### src/rtl/mem_arb_pkg.sv
// Shared types and constants for the two-port cache-line memory arbiter.
// Holds the FSM state encoding, owner encoding and burst address helpers.
package mem_arb_pkg;

  localparam int BEATS  = 4;
  localparam int BEAT_W = 2;
  localparam int ADDR_W = 16;
  localparam int DATA_W = 16;
  localparam int LINE_W = ADDR_W - 3;

  typedef enum logic [1:0] {
    IDLE  = 2'd0,
    ISSUE = 2'd1,
    DRAIN = 2'd2,
    DONE  = 2'd3
  } arb_state_e;

  typedef enum logic {
    OWN_IC = 1'b0,
    OWN_DC = 1'b1
  } owner_e;

  // Word address of one beat inside a line: bit 0 is the byte lane, always 0.
  function automatic logic [ADDR_W-1:0] beat_addr(input logic [LINE_W-1:0] line,
                                                  input logic [BEAT_W-1:0] b);
    return {line, b, 1'b0};
  endfunction

  // Round robin: on a tie the requester that was not granted last wins.
  function automatic owner_e pick_owner(input logic ic_req, input logic dc_req,
                                        input owner_e last);
    if (ic_req && dc_req) begin
      return (last == OWN_IC) ? OWN_DC : OWN_IC;
    end else if (dc_req) begin
      return OWN_DC;
    end
    return OWN_IC;
  endfunction

endpackage

### src/rtl/mem_arbiter_rd_return.sv
// Read-return tracker: a MEM_LAT-deep shift register carrying valid, owner and
// beat index so each returned word can be steered to the requester that issued it.
module rd_return_pipe
  import mem_arb_pkg::*;
#(
  parameter int MEM_LAT = 2
) (
  input  logic              clk,
  input  logic              rst,
  input  logic              in_vld,
  input  owner_e            in_owner,
  input  logic [BEAT_W-1:0] in_beat,
  output logic              out_vld,
  output owner_e            out_owner,
  output logic [BEAT_W-1:0] out_beat
);

  logic [MEM_LAT-1:0] vld_d, vld_q;
  owner_e             own_d  [MEM_LAT];
  owner_e             own_q  [MEM_LAT];
  logic [BEAT_W-1:0]  beat_d [MEM_LAT];
  logic [BEAT_W-1:0]  beat_q [MEM_LAT];

  always_comb begin
    vld_d     = '0;
    vld_d[0]  = in_vld;
    own_d[0]  = in_owner;
    beat_d[0] = in_beat;
    for (int i = 1; i < MEM_LAT; i++) begin
      vld_d[i]  = vld_q[i-1];
      own_d[i]  = own_q[i-1];
      beat_d[i] = beat_q[i-1];
    end
  end

  // Reset flushes everything so returns from an abandoned burst never surface.
  always_ff @(posedge clk or negedge rst) begin
    if (!rst) begin
      vld_q <= '0;
      for (int i = 0; i < MEM_LAT; i++) begin
        own_q[i]  <= OWN_IC;
        beat_q[i] <= '0;
      end
    end else begin
      vld_q  <= vld_d;
      own_q  <= own_d;
      beat_q <= beat_d;
    end
  end

  assign out_vld   = vld_q[MEM_LAT-1];
  assign out_owner = own_q[MEM_LAT-1];
  assign out_beat  = beat_q[MEM_LAT-1];

endmodule

### src/rtl/mem_arbiter.sv
// Arbitrates I-cache and D-cache line bursts onto a single memory port,
// issues BEATS word accesses per burst and routes read returns to the owner.
module mem_arbiter #(
  parameter int MEM_LAT = 2,
  parameter int BEATS   = mem_arb_pkg::BEATS
) (
  input  logic        clk,
  input  logic        rst,
  input  logic        ic_req,
  input  logic        dc_req,
  input  logic        ic_wr,
  input  logic        dc_wr,
  input  logic [15:0] ic_addr,
  input  logic [15:0] dc_addr,
  input  logic [15:0] ic_wdata,
  input  logic [15:0] dc_wdata,
  output logic        ic_gnt,
  output logic        dc_gnt,
  output logic [1:0]  beat,
  output logic [15:0] rdata,
  output logic        ic_rvalid,
  output logic        dc_rvalid,
  output logic [1:0]  rbeat,
  output logic        ic_done,
  output logic        dc_done,
  output logic [15:0] mem_addr,
  output logic [15:0] mem_wdata,
  output logic        mem_rd,
  output logic        mem_wr,
  input  logic        mem_stall,
  input  logic [15:0] mem_rdata
);
  import mem_arb_pkg::*;

  localparam logic [BEAT_W-1:0] LAST_BEAT = BEAT_W'(BEATS - 1);

  arb_state_e        state_d, state_q;
  logic [BEAT_W-1:0] beat_d, beat_q;
  owner_e            owner_d, owner_q;
  owner_e            last_d, last_q;
  logic              wr_d, wr_q;
  logic [LINE_W-1:0] line_d, line_q;

  owner_e            sel_own;
  logic              issuing;
  logic              in_burst;
  logic              ret_vld;
  owner_e            ret_owner;
  logic [BEAT_W-1:0] ret_beat;
  logic              unused_addr_lsbs;

  assign unused_addr_lsbs = ^{ic_addr[2:0], dc_addr[2:0]};

  assign sel_own = pick_owner(ic_req, dc_req, last_q);

  always_comb begin
    state_d = state_q;
    beat_d  = beat_q;
    owner_d = owner_q;
    last_d  = last_q;
    wr_d    = wr_q;
    line_d  = line_q;
    case (state_q)
      IDLE: begin
        if (ic_req || dc_req) begin
          owner_d = sel_own;
          wr_d    = (sel_own == OWN_DC) ? dc_wr : ic_wr;
          line_d  = (sel_own == OWN_DC) ? dc_addr[ADDR_W-1:3] : ic_addr[ADDR_W-1:3];
          beat_d  = '0;
          state_d = ISSUE;
        end
      end
      ISSUE: begin
        // A stalled beat keeps address, data and strobes frozen.
        if (!mem_stall) begin
          beat_d = beat_q + 2'd1;
          if (beat_q == LAST_BEAT) begin
            state_d = wr_q ? DONE : DRAIN;
          end
        end
      end
      DRAIN: begin
        if (ret_vld && (ret_beat == LAST_BEAT)) begin
          state_d = DONE;
        end
      end
      DONE: begin
        last_d  = owner_q;
        state_d = IDLE;
      end
      default: state_d = IDLE;
    endcase
  end

  always_ff @(posedge clk or negedge rst) begin
    if (!rst) begin
      state_q <= IDLE;
      beat_q  <= '0;
      owner_q <= OWN_IC;
      last_q  <= OWN_IC;
      wr_q    <= 1'b0;
      line_q  <= '0;
    end else begin
      state_q <= state_d;
      beat_q  <= beat_d;
      owner_q <= owner_d;
      last_q  <= last_d;
      wr_q    <= wr_d;
      line_q  <= line_d;
    end
  end

  // Issue stage: memory request decoded from the registered burst context.
  assign issuing  = (state_q == ISSUE);
  assign in_burst = (state_q == ISSUE) || (state_q == DRAIN);

  assign ic_gnt    = in_burst && (owner_q == OWN_IC);
  assign dc_gnt    = in_burst && (owner_q == OWN_DC);
  assign beat      = beat_q;
  assign mem_rd    = issuing && !wr_q;
  assign mem_wr    = issuing && wr_q;
  assign mem_addr  = issuing ? beat_addr(line_q, beat_q) : '0;
  assign mem_wdata = mem_wr ? ((owner_q == OWN_DC) ? dc_wdata : ic_wdata) : '0;

  rd_return_pipe #(
    .MEM_LAT (MEM_LAT)
  ) u_rd_return (
    .clk       (clk),
    .rst       (rst),
    .in_vld    (mem_rd && !mem_stall),
    .in_owner  (owner_q),
    .in_beat   (beat_q),
    .out_vld   (ret_vld),
    .out_owner (ret_owner),
    .out_beat  (ret_beat)
  );

  // Return stage: steer the word arriving this cycle to the requester that issued it.
  assign ic_rvalid = ret_vld && (ret_owner == OWN_IC);
  assign dc_rvalid = ret_vld && (ret_owner == OWN_DC);
  assign rbeat     = ret_vld ? ret_beat : '0;
  assign rdata     = ret_vld ? mem_rdata : '0;

  assign ic_done = (state_q == DONE) && (owner_q == OWN_IC);
  assign dc_done = (state_q == DONE) && (owner_q == OWN_DC);

endmodule

### config.mk
export PLATFORM = sky130hd
export DESIGN_NAME = mem_arbiter
export DESIGN_NICKNAME = d
export VERILOG_FILES = /design/src/rtl/mem_arb_pkg.sv /design/src/rtl/mem_arbiter_rd_return.sv /design/src/rtl/mem_arbiter.sv
export SDC_FILE = /design/constraint.sdc
export NUM_CORES = 1
export LEC_CHECK = 0
export CORE_ASPECT_RATIO = 1.5
export CORE_MARGIN = 1.5
export CORE_UTILIZATION = 30
export CTS_CLUSTER_DIAMETER = 120
export DETAILED_ROUTE_END_ITERATION = 16
export PLACE_DENSITY_LB_ADDON = 0.05
export SLEW_MARGIN = 40
export SYNTH_ARGS = -nofsm -noshare
export SYNTH_HDL_FRONTEND = slang
export SYNTH_SLANG_ARGS = --single-unit
### constraint.sdc
create_clock -name clk -period 1.8 [get_ports clk]
set_input_delay 0.27 -clock clk [delete_from_list [all_inputs] [get_ports clk]]
set_output_delay 0.27 -clock clk [all_outputs]
set_load 0.01 [all_outputs]
# After elaboration in Yosys (flattened, before gate mapping)
# Index checks and enable logic that the tools add are counted.
[op_classes] n_addsub=1 eq_ne=9 n_mux=22 bitwise=2 reduce_logical=20
[op_table] cell="two-way mux 16 bit" n=4
[op_table] cell="two-way mux 2 bit" n=7
[op_table] cell="two-way mux 13 bit" n=1
[op_table] cell="logical AND 1 bit" n=11
[op_table] cell="equality test 2 bit (second input constant)" n=4
[op_table] cell="two-way mux 1 bit" n=8
[op_table] cell="one-hot mux 2 bit (4 select lines)" n=1
[op_table] cell="!= test 2 bit (second input constant)" n=3
[op_table] cell="one-hot mux 2 bit (2 select lines)" n=1
[op_table] cell="AND reduction 4 bit" n=1
[op_table] cell="AND reduction 3 bit" n=1
[op_table] cell="adder 2 x 1 -> 2 bit (second input constant)" n=1
[op_table] cell="equality test 2 x 1 -> 1 bit (second input constant)" n=1
[op_table] cell="logical NOT 1 bit" n=2
[op_table] cell="logical NOT 2 bit" n=1
[op_table] cell="logical OR 1 bit" n=2
[op_table] cell="!= test 2 x 1 -> 1 bit (second input constant)" n=1
[op_table] cell="inverter 1 bit" n=2
[op_table] cell="AND reduction 2 bit" n=1
[op_table] cell="nonzero test 2 bit" n=1
[word_totals] reg_bits=28 in_bits=87 output_inout_bits=60 word_cells=65

# Depth between registers and ports, before layout
[logic_depth] word_depth=4 depth_mapped=7 ltp_nobuf=5

# Cells and area by module
# From an unflattened synthesis, not the netlist that was laid out.
[unflattened] cells_unflattened=188 hier_area_um2=1815.5
[by_module_without_submodules] mod="mem_arbiter" n_inst=1 cells_each=180 area_each_um2=1615.3 seq_area_each_um2=500.5
[by_module_without_submodules] mod="rd_return_pipe" n_inst=1 cells_each=8 area_each_um2=200.2 seq_area_each_um2=200.2

# Least setup slack after synthesis
# OpenSTA, ideal clock, no wires.
[synth_path] path_kind="reg-to-reg" from="reg state_q[1]" to="reg state_q[1]" arrival_time_ps=1589 path_slack_ps=86 stages_incl_launch_ff=7 path_buffers=1 period_less_slack_ps=1714 path_cell_list="dfrtp_1 > inv_1 > ha_1 > buf_6 > nor2b_4 > a2111oi_4 > mux2_4"
[synth_via] elab_chain_cells=3 word_cells_on_any_way=10 classes_between="7 x eq/ne; 1 x mux; 2 x reduce/logical"
[synth_lines] item="start, declared" line="mem_arbiter.sv:37" text="arb_state_e state_d, state_q;"
[synth_lines] item="start signal, assigned" line="mem_arbiter.sv:104" text="state_q <= state_d;"
[synth_lines] item="equality test 2 bit (tied with other cells)" line="mem_arbiter.sv:63" text="case (state_q)"
[synth_lines] item="!= test 2 bit (no line) or != test 2 x 1 -> 1 bit (tied branches)"
[synth_lines] item="AND reduction 4 bit (no line)"
# Several ways; a longest one is shown, not always the timed one.
# A chain may end at the register's enable or synchronous reset.

# Worst setup path in the final report
[layout_path] from="reg state_q[0]" to="out mem_wr"
[layout_via] elab_chain_cells=2
[layout_lines] item="equality test 2 x 1 -> 1 bit" line="mem_arbiter.sv:114" text="assign issuing = (state_q == ISSUE);"
[layout_lines] item="logical AND 1 bit" line="mem_arbiter.sv:121" text="assign mem_wr = issuing && wr_q;"
[layout_lines] item="end, declared" line="mem_arbiter.sv:29" text="output logic mem_wr,"
# No other way between the ends.

==> impl_metrics.csv <==
group,metric,value,unit
cells_and_area,final_util,57.5,%
min_path,min_path_type,"flop to flop",
pwr,irDropWorstVdd,544,uV
clock_tree,clk_latency,0.27,ns
die,die_h,98.7,um
clock_tree,cts_tree,"yes",
cells_and_area,drive_gt1_share,20.9,%
synth,syn_inst,190,
pwr,comb_power_share,63.5,%
setup_path,slowest_stage,"dfrtp_1",
die,row_count,34,
outcome,status,"finished, final reports clean",
pwr,p_switching,1.39,mW
synth,ys_top_cells_by_count,"37 x and2_1, 32 x mux2i_1, 28 x dfrtp_1, 17 x nor2_1, 16 x nand2_1",
place,post-dp-hpwl,4000,um
clock_tree,root_buffer,"clkbuf_8",
synth,yosys_warnings,0,
timing,skew,0.00600,ns
setup_path,cp_top_family,"buffers and inverters",
global_route,grt_max_degree,29,
setup_path,critPathKind,"flop to output pin",
drt,antenna_left,0,
synth,synth_cell_types,26,
cells_and_area,area_delta_synth_final,83.2,%
setup_path,path_buf_inv,4,
drt,dr.pass1.iters,4,
timing,rsz0062_at_grt,"yes",
drt,post-route-drc-count,0,
synth,yosysSeqAreaShare,38.3,%
global_route,grt_usage,15.7,%
drt,via_per_inst,4.45,
global_route,grt_overflow_total,0,
timing,finalCritPeriodShare,98.6,%
timing,clock.fmax,564,MHz
pwr,cellPowerDensity,1120,nW/um^2
die,die_x,66.8,um
setup_path,crit_required,1.53,ns
drt,routed_wl,5020,um
drt,wl_met2,2540,um
clock_tree,ctsHoldBuffers,0,
place,place_ws,-0.0415,ns
setup_path,crit_arrival,1.50,ns
die,start_util,31.4,%
synth,synth_area,1830,um^2
die,core,5830,um^2
pwr,p_sw_share,36.9,%
global_route,grt_pass1_wl,8160,um
timing,setup_viol_count_final,0,
synth,synth_top_area_share,38.3,%
drt,top_layer,"met4",
synth,yosys-top-cells-area,"dfrtp_1 38%, mux2i_1 17%, and2_1 13%",
setup_path,crit_chain,"buf_4 -> ha_4 -> nand2_4 -> buf_12 -> inv_1 -> dlygate4sd2_1",
place,port_buffers,139,
global_route,grt_pass1_vias,1915,
pwr,intPower,2.38,mW
drt,wl_met1,1850,um
timing,drv_slew,0,
synth,synth.area.mux_share,19.5,%
clock_tree,htree_num_levels,1,
timing,period_minus_slack,1.77,ns
die,io_pins,147,
synth,synth_most_common_cell,"and2_1",
synth,synth_compound_area_share,7.52,%
clock_tree,clkSinkCount,28,
synth,yosys.area_share.adder,4.78,%
place,gp_congestion,0.755,
synth,synth-seq-cells,28,
setup_path,crit_path_start_kind,"flop",
setup_path,slowest_delay,0.40,ns
pwr,p_leak,1.65,nW
synth,synthesis.nets,284,
global_route,antenna_found_initial,0,
synth,syn_avg_cell_area,9.63,um^2
die,die_area,6590,um^2
synth,synthFlopType,"dfrtp_1",
drt,wl_per_cell,12.3,um
setup_path,cp-end-kind,"output pin",
cells_and_area,finalNetCount,431,
synth,yosys.area.top_type,"dfrtp_1",
drt,route.met3.wl,524,um
flow_run,maxCapViolations,0,
clock_tree,path_clk_slew,0.09,ns
synth,synth-xor-area-share,0,%
cells_and_area,diodes,0,
clock_tree,cts_buffers,3,
pwr,pwr-share-seq,27.9,%
synth,synth-async-reset-ratio,100,%
clock_tree,cts_max_path_buffers,2,
setup_path,cp_max_fo,9,
pwr,clockPowerShare,8.6,%
timing,setup_ws,0.0256,ns
drt,first_iter_violations,19,
synth,synthSimpleGateAreaFrac,24.1,%
drt,num_vias,1812,
synth,synth_top_family_by_area,"simple AND/OR/NAND/NOR gates",
synth,synth-edff-count,0,
pwr,finalPower,3.77,mW
timing,hold_viol,0,
==> worst paths after layout <==
| kind | cells past startpoint | slack [ns] | endpoint | from |
|---|---|---|---|---|
| setup / recovery | 6 | 0.03 | mem_wr | state_q[0] |
| max in group asynchronous | 2 | 1.16 | line_q[1] | rst |
| hold reg to reg | 0 | 0.35 | u_rd_return.out_owner | u_rd_return.own_d[0] |
| min in group asynchronous | 2 | 0.37 | u_rd_return.vld_q[0] | rst |
| setup reg to reg | 6 | 0.04 | state_q[1] | state_q[0] |
| hold / removal | 0 | 0.35 | u_rd_return.out_owner | u_rd_return.own_d[0] |
==> state kept, by name, summed over array words and instances, names as in the netlist <==
| name | flops |
|---|---|
| u_rd_return.vld_q | 2 |
| state_q | 2 |
| u_rd_return.own_d | 1 |
| wr_q | 1 |
| last_q | 1 |
| u_rd_return.beat_d | 2 |
| u_rd_return.out_owner | 1 |
| owner_q | 1 |
| line_q | 13 |
| u_rd_return.out_beat | 2 |
| beat | 2 |
==> per-stage QoR <==
step                TNS (ns)  cell area [um^2]  instances  hold slack [ns]
finish                     0              3350        407            0.354
global route          -0.105              3350        407            0.362
CTS                   -0.196              3430        405            0.355
detailed placement    -0.217              3380        401            0.335
global placement     -0.0499              3380        401            0.333
floorplan                  0              1830        190          -0.0256
==> kinds of logic after synthesis <==
group | Yosys count
AND/OR/NAND/NOR | 81
multiplexers | 35
flip-flops | 28
AO/OA/AOI/OAI | 19
buffers and inverters | 19
adder cells (fa/ha/maj) | 7
other | 1
==> placed cells by master, fill, tap and decap left out, types with 2 or more instances in the layout <==
cell type,n
nand2_1,15
nor2_1,16
ha_2,2
clkbuf_2,17
buf_4,13
buf_2,13
dfrtp_1,28
dlymetal6s2s_1,4
nor2b_1,6
and2_1,36
clkbuf_8,3
clkdlybuf4s15_2,3
buf_12,3
o21ai_1,9
mux2_2,2
inv_1,3
ha_1,4
clkdlybuf4s50_1,98
dlygate4sd2_1,3
o21ai_0,5
mux2i_1,32
==> timing repair <==
item / CTS / global route
gates resized for setup: 75 / 56
endpoints found under the setup margin: 38 / 40
buffers inserted: 1 / 1
gates cloned: 0 / 1
pin swaps: 1 / 1
==> cell type report <==
| class | instances | area [um^2] |
|---|---|---|
| clock buffers | 3 | 41.3 |
| fillers | 540 | 2470 |
| inverters | 4 | 15.0 |
| multi-input cells | 143 | 1060 |
| flip-flops and latches | 28 | 701 |
| well taps | 72 | 90.1 |
| repair buffers | 157 | 1450 |
==> power groups by stage <==
stage	logic [mW]	clock network [mW]	registers, mW
global route	2.65	0.360	1.10
global placement	2.47	0	1.05
CTS	2.42	0.336	1.05
finish	2.39	0.323	1.05
detailed placement	2.49	0	1.06
floorplan	1.35	0	1.04
==> per-layer routing <==
| layer | vias up | global-route usage (%) |
|---|---|---|
| met3 | 6 | 4.68 |
| met5 | - | 0 |
| met4 | 0 | 5.65 |
| li1 | 906 | - |
| met1 | 802 | 16.6 |
| met2 | 98 | 28.7 |
(Power assumes the default switching activity.)
